## config.mk

```make
export PLATFORM = sky130hd
export DESIGN_NAME = mc_control_unit
export DESIGN_NICKNAME = d
export VERILOG_FILES = /design/src/rtl/mips_ctrl_pkg.sv /design/src/rtl/mc_ctrl_decode.sv /design/src/rtl/mc_control_unit.sv
export SDC_FILE = /design/constraint.sdc
export NUM_CORES = 1
export LEC_CHECK = 0
export ABC_CLOCK_PERIOD_IN_PS = 1700
export CAP_MARGIN = 20
export CORE_ASPECT_RATIO = 1.2
export CORE_MARGIN = 4
export CORE_UTILIZATION = 39
export DETAILED_ROUTE_END_ITERATION = 12
export PLACE_DENSITY = 0.74
export SYNTH_ARGS = -nofsm -noshare
export SYNTH_HDL_FRONTEND = slang
export SYNTH_SLANG_ARGS = --single-unit
```

## constraint.sdc

```tcl
create_clock -name clk -period 1.7 [get_ports clk]
set_input_delay 0.34 -clock clk [delete_from_list [all_inputs] [get_ports clk]]
set_output_delay 0.34 -clock clk [all_outputs]
set_load 0.02 [all_outputs]
```

## src/rtl/mips_ctrl_pkg.sv

```systemverilog
// Shared encodings for the multicycle MIPS control unit: state codes,
// opcode constants, ALU operation codes and datapath mux select codes.
package mips_ctrl_pkg;

    typedef enum logic [3:0] {
        ST_FETCH    = 4'd0,
        ST_DECODE   = 4'd1,
        ST_MEM_ADDR = 4'd2,
        ST_MEM_RD   = 4'd3,
        ST_MEM_WB   = 4'd4,
        ST_MEM_WR   = 4'd5,
        ST_R_EXEC   = 4'd6,
        ST_R_WB     = 4'd7,
        ST_BRANCH   = 4'd8,
        ST_JUMP     = 4'd9,
        ST_I_EXEC   = 4'd10,
        ST_I_WB     = 4'd11,
        ST_JAL      = 4'd12,
        ST_TRAP     = 4'd13
    } ctrlStateT;

    // Instruction opcodes
    localparam logic [5:0] OP_RTYPE = 6'b000000;
    localparam logic [5:0] OP_LW    = 6'b100011;
    localparam logic [5:0] OP_SW    = 6'b101011;
    localparam logic [5:0] OP_BEQ   = 6'b000100;
    localparam logic [5:0] OP_J     = 6'b000010;
    localparam logic [5:0] OP_JAL   = 6'b000011;
    localparam logic [5:0] OP_LUI   = 6'b001111;
    localparam logic [5:0] OP_ORI   = 6'b001101;
    localparam logic [5:0] OP_ADDI  = 6'b001000;
    localparam logic [5:0] OP_ADDIU = 6'b001001;

    // ALU operation codes
    localparam logic [2:0] ALU_ADD   = 3'b000;
    localparam logic [2:0] ALU_SUB   = 3'b001;
    localparam logic [2:0] ALU_FUNCT = 3'b010;
    localparam logic [2:0] ALU_OR    = 3'b011;
    localparam logic [2:0] ALU_LUI   = 3'b100;
    localparam logic [2:0] ALU_ADDU  = 3'b101;

    // Register file destination select
    localparam logic [1:0] REGDST_RT = 2'b00;
    localparam logic [1:0] REGDST_RD = 2'b01;
    localparam logic [1:0] REGDST_RA = 2'b10;

    // Register file write-data select
    localparam logic [1:0] M2R_ALUOUT = 2'b00;
    localparam logic [1:0] M2R_MDR    = 2'b01;
    localparam logic [1:0] M2R_PC     = 2'b10;

    // ALU operand B select
    localparam logic [1:0] SRCB_B      = 2'b00;
    localparam logic [1:0] SRCB_FOUR   = 2'b01;
    localparam logic [1:0] SRCB_IMM    = 2'b10;
    localparam logic [1:0] SRCB_IMMSH2 = 2'b11;

    // Next-PC select
    localparam logic [1:0] PCSRC_ALU    = 2'b00;
    localparam logic [1:0] PCSRC_ALUOUT = 2'b01;
    localparam logic [1:0] PCSRC_JUMP   = 2'b10;

    // Execution state entered from DECODE for a given opcode
    function automatic ctrlStateT dispatchState(input logic [5:0] op);
        ctrlStateT st;
        case (op)
            OP_RTYPE:                          st = ST_R_EXEC;
            OP_LW, OP_SW:                      st = ST_MEM_ADDR;
            OP_BEQ:                            st = ST_BRANCH;
            OP_J:                              st = ST_JUMP;
            OP_JAL:                            st = ST_JAL;
            OP_LUI, OP_ORI, OP_ADDI, OP_ADDIU: st = ST_I_EXEC;
            default:                           st = ST_TRAP;
        endcase
        return st;
    endfunction

    // ALU operation for an immediate-type instruction
    function automatic logic [2:0] immAluOp(input logic [5:0] op);
        logic [2:0] aop;
        case (op)
            OP_LUI:   aop = ALU_LUI;
            OP_ORI:   aop = ALU_OR;
            OP_ADDI:  aop = ALU_ADD;
            OP_ADDIU: aop = ALU_ADDU;
            default:  aop = ALU_ADD;
        endcase
        return aop;
    endfunction

endpackage

```

## src/rtl/mc_ctrl_decode.sv

```systemverilog
// Combinational state-to-control decode for the multicycle control unit.
// Everything is a function of the current state, except the FETCH write
// strobes which follow the memory-ready qualifier.
module mc_ctrl_decode
    import mips_ctrl_pkg::*;
(
    input  logic [3:0] state,
    input  logic [5:0] latchedOp,
    input  logic       ready,
    output logic       pcWrite,
    output logic       pcWriteCond,
    output logic       iord,
    output logic       memRead,
    output logic       memWrite,
    output logic       irWrite,
    output logic       regWrite,
    output logic       aluSrcA,
    output logic [1:0] regDst,
    output logic [1:0] memToReg,
    output logic [1:0] aluSrcB,
    output logic [2:0] aluOp,
    output logic [1:0] pcSource
);

    // Per-state control word; anything a state does not name stays zero
    always_comb begin
        pcWrite     = 1'b0;
        pcWriteCond = 1'b0;
        iord        = 1'b0;
        memRead     = 1'b0;
        memWrite    = 1'b0;
        irWrite     = 1'b0;
        regWrite    = 1'b0;
        aluSrcA     = 1'b0;
        regDst      = REGDST_RT;
        memToReg    = M2R_ALUOUT;
        aluSrcB     = SRCB_B;
        aluOp       = ALU_ADD;
        pcSource    = PCSRC_ALU;
        case (state)
            ST_FETCH: begin
                memRead = 1'b1;
                aluSrcB = SRCB_FOUR;
                irWrite = ready;
                pcWrite = ready;
            end
            ST_DECODE: begin
                aluSrcB = SRCB_IMMSH2;
            end
            ST_MEM_ADDR: begin
                aluSrcA = 1'b1;
                aluSrcB = SRCB_IMM;
            end
            ST_MEM_RD: begin
                memRead = 1'b1;
                iord    = 1'b1;
            end
            ST_MEM_WB: begin
                regWrite = 1'b1;
                regDst   = REGDST_RT;
                memToReg = M2R_MDR;
            end
            ST_MEM_WR: begin
                memWrite = 1'b1;
                iord     = 1'b1;
            end
            ST_R_EXEC: begin
                aluSrcA = 1'b1;
                aluSrcB = SRCB_B;
                aluOp   = ALU_FUNCT;
            end
            ST_R_WB: begin
                regWrite = 1'b1;
                regDst   = REGDST_RD;
                memToReg = M2R_ALUOUT;
            end
            ST_BRANCH: begin
                aluSrcA     = 1'b1;
                aluSrcB     = SRCB_B;
                aluOp       = ALU_SUB;
                pcWriteCond = 1'b1;
                pcSource    = PCSRC_ALUOUT;
            end
            ST_JUMP: begin
                pcWrite  = 1'b1;
                pcSource = PCSRC_JUMP;
            end
            ST_I_EXEC: begin
                aluSrcA = 1'b1;
                aluSrcB = SRCB_IMM;
                aluOp   = immAluOp(latchedOp);
            end
            ST_I_WB: begin
                regWrite = 1'b1;
                regDst   = REGDST_RT;
                memToReg = M2R_ALUOUT;
            end
            ST_JAL: begin
                // PC already holds PC+4 from FETCH, so it is the link value
                pcWrite  = 1'b1;
                pcSource = PCSRC_JUMP;
                regWrite = 1'b1;
                regDst   = REGDST_RA;
                memToReg = M2R_PC;
            end
            ST_TRAP: begin
                pcWrite = 1'b0;
            end
            default: begin
                pcWrite = 1'b0;
            end
        endcase
    end

endmodule

```

## src/rtl/mc_control_unit.sv

```systemverilog
// Multicycle MIPS control unit: state register, opcode latch, sticky
// illegal-opcode flag and next-state logic. Control outputs are decoded
// from the state by mc_ctrl_decode; write strobes are forced low while
// reset is asserted.
module mc_control_unit
    import mips_ctrl_pkg::*;
#(
    parameter int unsigned MEM_WAIT = 32'd1,
    parameter int unsigned RA_REG   = 32'd31
) (
    input  logic       clk,
    input  logic       rst_n,
    input  logic [5:0] opcode,
    input  logic       zero,
    input  logic       mem_ready,
    output logic       pc_write,
    output logic       pc_write_cond,
    output logic       iord,
    output logic       mem_read,
    output logic       mem_write,
    output logic       ir_write,
    output logic       reg_write,
    output logic       alu_src_a,
    output logic [1:0] reg_dst,
    output logic [1:0] mem_to_reg,
    output logic [1:0] alu_src_b,
    output logic [2:0] alu_op,
    output logic [1:0] pc_source,
    output logic [4:0] ra_idx,
    output logic [3:0] state,
    output logic       illegal
);

    localparam logic [4:0] RA_IDX = 5'(RA_REG);

    ctrlStateT  state_r;
    ctrlStateT  nextState_s;
    logic [5:0] latchedOp_r;
    logic       illegal_r;
    logic       ready_s;

    logic       pcWrite_s;
    logic       pcWriteCond_s;
    logic       memWrite_s;
    logic       irWrite_s;
    logic       regWrite_s;

    // The branch decision (pc_write_cond & zero) is made in the datapath
    logic       unusedZero_s;
    assign unusedZero_s = zero;

    // Without wait states every memory access completes in one cycle
    assign ready_s = (MEM_WAIT == 32'd0) ? 1'b1 : mem_ready;

    // Next-state selection
    always_comb begin
        nextState_s = state_r;
        case (state_r)
            ST_FETCH: begin
                if (ready_s) begin
                    nextState_s = ST_DECODE;
                end else begin
                    nextState_s = ST_FETCH;
                end
            end
            ST_DECODE:   nextState_s = dispatchState(opcode);
            ST_MEM_ADDR: begin
                if (latchedOp_r == OP_LW) begin
                    nextState_s = ST_MEM_RD;
                end else begin
                    nextState_s = ST_MEM_WR;
                end
            end
            ST_MEM_RD: begin
                if (ready_s) begin
                    nextState_s = ST_MEM_WB;
                end else begin
                    nextState_s = ST_MEM_RD;
                end
            end
            ST_MEM_WR: begin
                if (ready_s) begin
                    nextState_s = ST_FETCH;
                end else begin
                    nextState_s = ST_MEM_WR;
                end
            end
            ST_MEM_WB:   nextState_s = ST_FETCH;
            ST_R_EXEC:   nextState_s = ST_R_WB;
            ST_R_WB:     nextState_s = ST_FETCH;
            ST_BRANCH:   nextState_s = ST_FETCH;
            ST_JUMP:     nextState_s = ST_FETCH;
            ST_I_EXEC:   nextState_s = ST_I_WB;
            ST_I_WB:     nextState_s = ST_FETCH;
            ST_JAL:      nextState_s = ST_FETCH;
            ST_TRAP:     nextState_s = ST_TRAP;
            // Unassigned encodings can only come from an upset: park in TRAP
            default:     nextState_s = ST_TRAP;
        endcase
    end

    // State register
    always_ff @(posedge clk or negedge rst_n) begin
        if (!rst_n) begin
            state_r <= ST_FETCH;
        end else begin
            state_r <= nextState_s;
        end
    end

    // Opcode is captured in DECODE so later states ignore IR changes
    always_ff @(posedge clk or negedge rst_n) begin
        if (!rst_n) begin
            latchedOp_r <= 6'b000000;
        end else if (state_r == ST_DECODE) begin
            latchedOp_r <= opcode;
        end else begin
            latchedOp_r <= latchedOp_r;
        end
    end

    // Sticky flag raised together with entry into TRAP
    always_ff @(posedge clk or negedge rst_n) begin
        if (!rst_n) begin
            illegal_r <= 1'b0;
        end else begin
            illegal_r <= illegal_r | (nextState_s == ST_TRAP);
        end
    end

    mc_ctrl_decode u_decode (
        .state       (state_r),
        .latchedOp   (latchedOp_r),
        .ready       (ready_s),
        .pcWrite     (pcWrite_s),
        .pcWriteCond (pcWriteCond_s),
        .iord        (iord),
        .memRead     (mem_read),
        .memWrite    (memWrite_s),
        .irWrite     (irWrite_s),
        .regWrite    (regWrite_s),
        .aluSrcA     (alu_src_a),
        .regDst      (reg_dst),
        .memToReg    (mem_to_reg),
        .aluSrcB     (alu_src_b),
        .aluOp       (alu_op),
        .pcSource    (pc_source)
    );

    // Write strobes drop in the same time step as reset assertion
    assign pc_write      = pcWrite_s     & rst_n;
    assign pc_write_cond = pcWriteCond_s & rst_n;
    assign mem_write     = memWrite_s    & rst_n;
    assign ir_write      = irWrite_s     & rst_n;
    assign reg_write     = regWrite_s    & rst_n;

    assign ra_idx  = RA_IDX;
    assign state   = state_r;
    assign illegal = illegal_r;

endmodule

```

==> results of run 1 <==
-- cell usage after synthesis, drive strengths merged (2+ instances only) --
cell type,n
mux2,6
a21boi,2
nand2,11
nor2b,6
or2,4
nor2,18
nand2b,2
xnor2,4
o22ai,2
a21oi,7
o31a,2
dfrtp,11
nor3b,4
o21ai,3
o211ai,3
nand3,2
nor3,2
inv,6
buf,9
clkbuf,3
-- timing repair --
action,in CTS,in global routing
pin swaps,15,10
setup buffers,7,1
hold endpoints to repair,0,0
endpoints found under the setup margin,32,29
gates resized for setup,142,25
-- state kept, by name, summed over array words and instances, names as in the netlist --
| register | count |
|---|---|
| illegal | 1 |
| state | 4 |
| latchedOp_r | 6 |
-- worst min-delay path by stage --
stage	start	end	slack, ns	depth (start not counted)
after floorplan	rst_n	illegal	0.04	0
after global placement	illegal	illegal	0.44	2
after detailed placement	illegal	illegal	0.46	2
after CTS	rst_n	latchedOp_r[5]	0.46	2
after global routing	rst_n	latchedOp_r[5]	0.47	2
final	rst_n	latchedOp_r[5]	0.46	2
-- report_power, final --
| part | internal, mW | total (mW) | switching, mW |
|---|---|---|---|
| Combinational | 1.22 | 2.34 | 1.12 |
| Sequential | 0.378 | 0.498 | 0.120 |
| Clock | 0.0914 | 0.193 | 0.102 |
-- through the flow --
stage               setup TNS, ns  utilization (%)  total power [mW]  hold WS, ns
floorplan                  -0.242                -              1.51       0.0444
global placement            -7.39             71.6              2.27        0.444
detailed placement          -8.14             71.6              2.33        0.457
CTS                        -0.978             79.1              2.77        0.460
global route                -2.67             83.5              3.19        0.468
finish                      -1.47             83.5              3.03        0.463
-- worst register-to-register path: cells and delay by family, from the launching register on --
kind                   cells  cell delay, ns
DFF                        1            0.46
buffers and inverters      2            0.33
and+or+nand+nor            2            0.51
muxes                      1            0.31
-- area by class of cell --
cell class                      instances  area, µm²  area share, %
Clock buffer                            4       26.3           1.34
Inverter                                6       22.5           1.15
Multi-Input combinational cell        101        875           44.5
Sequential cell                        11        280           14.3
Tap cell                               31       38.8           1.97
Timing Repair Buffer                   83        722           36.8
-- logic make-up after synthesis --
kind of cell	Yosys count
other	1
multiplexers	6
XOR/XNOR	5
buffers and inverters	18
AND/OR/NAND/NOR	57
AO/OA/AOI/OAI	28
flip-flops	11
-- metal layers --
metal	up-vias	wire length [µm]	track usage, %
li1	596	-	-
met1	587	1350	24.5
met2	58	2150	42.4
met3	19	199	2.36
met4	0	179	15.0
met5	-	0	0
==> run_summary.xml, run 1 <==
<?xml version="1.0" encoding="UTF-8"?>
<metrics>
  <group name="synthesis">
    <metric name="yosys.area_share.xor_xnor" unit="%">4.40</metric>
    <metric name="synth_enable_flop_cells" unit="">0</metric>
    <metric name="yosysWarningCount" unit="">0</metric>
    <metric name="synthesis.instances" unit="">126</metric>
    <metric name="synth.area.top_cells" unit="">dfrtp_1, nor2_1, mux2_2</metric>
    <metric name="netlist.area_leader.share" unit="%">27.6</metric>
    <metric name="compound_gate_fraction_of_synth_area" unit="%">20.4</metric>
    <metric name="post-synth-top-area-cell" unit="">dfrtp_1</metric>
    <metric name="synthArstFlopShare" unit="%">100</metric>
    <metric name="mean_instance_size_in_the_synthesized_netlist" unit="µm²">7.90</metric>
    <metric name="ys_flop_type" unit="">dfrtp_1</metric>
    <metric name="synthMuxAreaShare" unit="%">6.78</metric>
    <metric name="synth_area" unit="µm²">996</metric>
    <metric name="synthDistinctLibCells" unit="">44</metric>
    <metric name="dominant_combinational_cell_family_by_area_after_synthesis" unit="">simple AND/OR/NAND/NOR gates</metric>
    <metric name="synth_simple_gate_area_share" unit="%">30.8</metric>
    <metric name="synthAdderAreaFrac" unit="%">0</metric>
    <metric name="post_synthesis_sequential_element_count" unit="">11</metric>
    <metric name="yosysSeqAreaShare" unit="%">27.6</metric>
  </group>
  <group name="drt">
    <metric name="avgViaCountPerCell" unit="">5.34</metric>
    <metric name="routed_wl" unit="µm">3880</metric>
    <metric name="routedWlPerCell" unit="µm">16.4</metric>
    <metric name="vias_post_dr" unit="">1260</metric>
    <metric name="first_pass_iteration_count_of_the_detailed_router" unit="">4</metric>
    <metric name="drt.antenna.violating_nets" unit="">0</metric>
    <metric name="remaining_drc_errors" unit="">0</metric>
    <metric name="iteration_0_drc_markers" unit="">28</metric>
  </group>
  <group name="finish">
    <metric name="antenna_cells" unit="">0</metric>
    <metric name="nNetsFinal" unit="">216</metric>
    <metric name="instances_no_fill" unit="">236</metric>
    <metric name="mostFrequentLayoutCells" unit="">buf_4, buf_6, nor2_1, dlygate4sd2_1, nand2_1</metric>
    <metric name="fillers" unit="">120</metric>
    <metric name="area_delta_synth_final" unit="%">97.2</metric>
    <metric name="drive_gt1_share" unit="%">57.1</metric>
    <metric name="layout_commonest_cell" unit="">buf_4</metric>
    <metric name="final_design_area_no_fill" unit="µm²">1960</metric>
  </group>
  <group name="clocking">
    <metric name="cts.htree.levels" unit="">1</metric>
    <metric name="clock_sink_count" unit="">11</metric>
    <metric name="cts.hold.buffers_added" unit="">0</metric>
    <metric name="tritoncts_buffer_count" unit="">3</metric>
    <metric name="worst_skew_pair.late_latency" unit="ns">0.29</metric>
    <metric name="clkTransAtPathRegs" unit="ns">0.08</metric>
    <metric name="cts-root-to-sink-buffers" unit="">2</metric>
    <metric name="cts_tree" unit="">done</metric>
    <metric name="root_buffer" unit="">clkbuf_4</metric>
  </group>
  <group name="timing">
    <metric name="rsz0062_at_grt" unit="">true</metric>
    <metric name="timing.fmax" unit="GHz">0.535</metric>
    <metric name="fin_skew" unit="ns">0.00735</metric>
    <metric name="setup_viol" unit="">23</metric>
    <metric name="post-route-worst-setup-slack" unit="ns">-0.170</metric>
    <metric name="min_period" unit="ns">1.87</metric>
    <metric name="final_report_max_slew_violation_count" unit="">0</metric>
    <metric name="layout_worst_path_cycle_share" unit="%">110</metric>
    <metric name="hold_violation_total_from_the_final_report" unit="">0</metric>
  </group>
  <group name="die">
    <metric name="die_w" unit="µm">54.1</metric>
    <metric name="die-area" unit="µm²">3430</metric>
    <metric name="vertical_die_dimension" unit="µm">63.4</metric>
    <metric name="core_area" unit="µm²">2350</metric>
    <metric name="core.rowCount" unit="">19</metric>
    <metric name="initial_utilization" unit="%">42.3</metric>
    <metric name="pin_count" unit="">39</metric>
  </group>
  <group name="place">
    <metric name="placedInstanceArea" unit="µm²">1680</metric>
    <metric name="post-dp-hpwl" unit="µm">2550</metric>
    <metric name="final_estimated_routing_congestion_in_global_placement" unit="">0.838</metric>
    <metric name="post-place-cells" unit="">225</metric>
    <metric name="port-buffer-count" unit="">32</metric>
    <metric name="detailedPlace.worstSlack" unit="ns">-0.580</metric>
  </group>
  <group name="setup_path">
    <metric name="r2r_setup_slack" unit="ns">-0.03</metric>
    <metric name="cp_top_delay_family" unit="">flip-flops</metric>
    <metric name="critical_path_depth" unit="">5</metric>
    <metric name="regToRegEndpoint" unit="">latchedOp_r[3]</metric>
    <metric name="worst_ep_required_time" unit="ns">1.36</metric>
    <metric name="arrival" unit="ns">1.53</metric>
    <metric name="crit_path_max_fanout" unit="">7</metric>
    <metric name="startpoint_type" unit="">flip-flop</metric>
    <metric name="cpPeakStageDelay" unit="ns">0.47</metric>
    <metric name="critical_path_class" unit="">reg -&gt; out</metric>
    <metric name="worstSetupEndpoint" unit="">alu_src_a</metric>
    <metric name="rr_startpoint" unit="">state[2]</metric>
    <metric name="buffer_and_inverter_count_on_the_worst_path" unit="">2</metric>
    <metric name="cp_cell_sequence" unit="">nor2b_1 -&gt; buf_4 -&gt; nand2_1 -&gt; nand2_1 -&gt; clkdlybuf4s15_2</metric>
    <metric name="worstSetupStartpoint" unit="">state[0]</metric>
    <metric name="cpMostUsedCell" unit="">nand2_1</metric>
    <metric name="critical_path.endpoint_type" unit="">primary output</metric>
    <metric name="worst_path_max_delay_cell" unit="">dfrtp_2</metric>
    <metric name="worst-r2r-cell-count" unit="">5</metric>
  </group>
  <group name="global_routing">
    <metric name="grt_antenna_before_repair" unit="">0</metric>
    <metric name="largest_net_degree_at_the_start_of_global_routing" unit="">13</metric>
    <metric name="grt_first_pass_wirelength" unit="µm">6090</metric>
    <metric name="grt_remaining_overflow" unit="">0</metric>
    <metric name="grt_total_usage" unit="%">23.6</metric>
    <metric name="number_of_global_route_vias_before_repair" unit="">1324</metric>
  </group>
  <group name="power">
    <metric name="ir_worst_vdd" unit="mV">1.04</metric>
    <metric name="p_leak" unit="nW">0.904</metric>
    <metric name="p_per_area" unit="nW/µm²">1540</metric>
  </group>
  <group name="flow_run">
    <metric name="max-cap-violations" unit="">0</metric>
  </group>
  <group name="status">
    <metric name="outcome" unit="">complete, but fails checks</metric>
    <metric name="failed_checks" unit="">setup timing</metric>
  </group>
  <group name="hold_path">
    <metric name="hold_path_class" unit="">in -&gt; async</metric>
  </group>
</metrics>
No activity file was read; power rests on OpenSTA's default activity.
==> inputs of run 2 (changes only) <==
Settings changed: CTS_CLUSTER_SIZE set to 10.
==> results of run 2 <==
Final layout, timing and power as in run 1 (identical DEF).
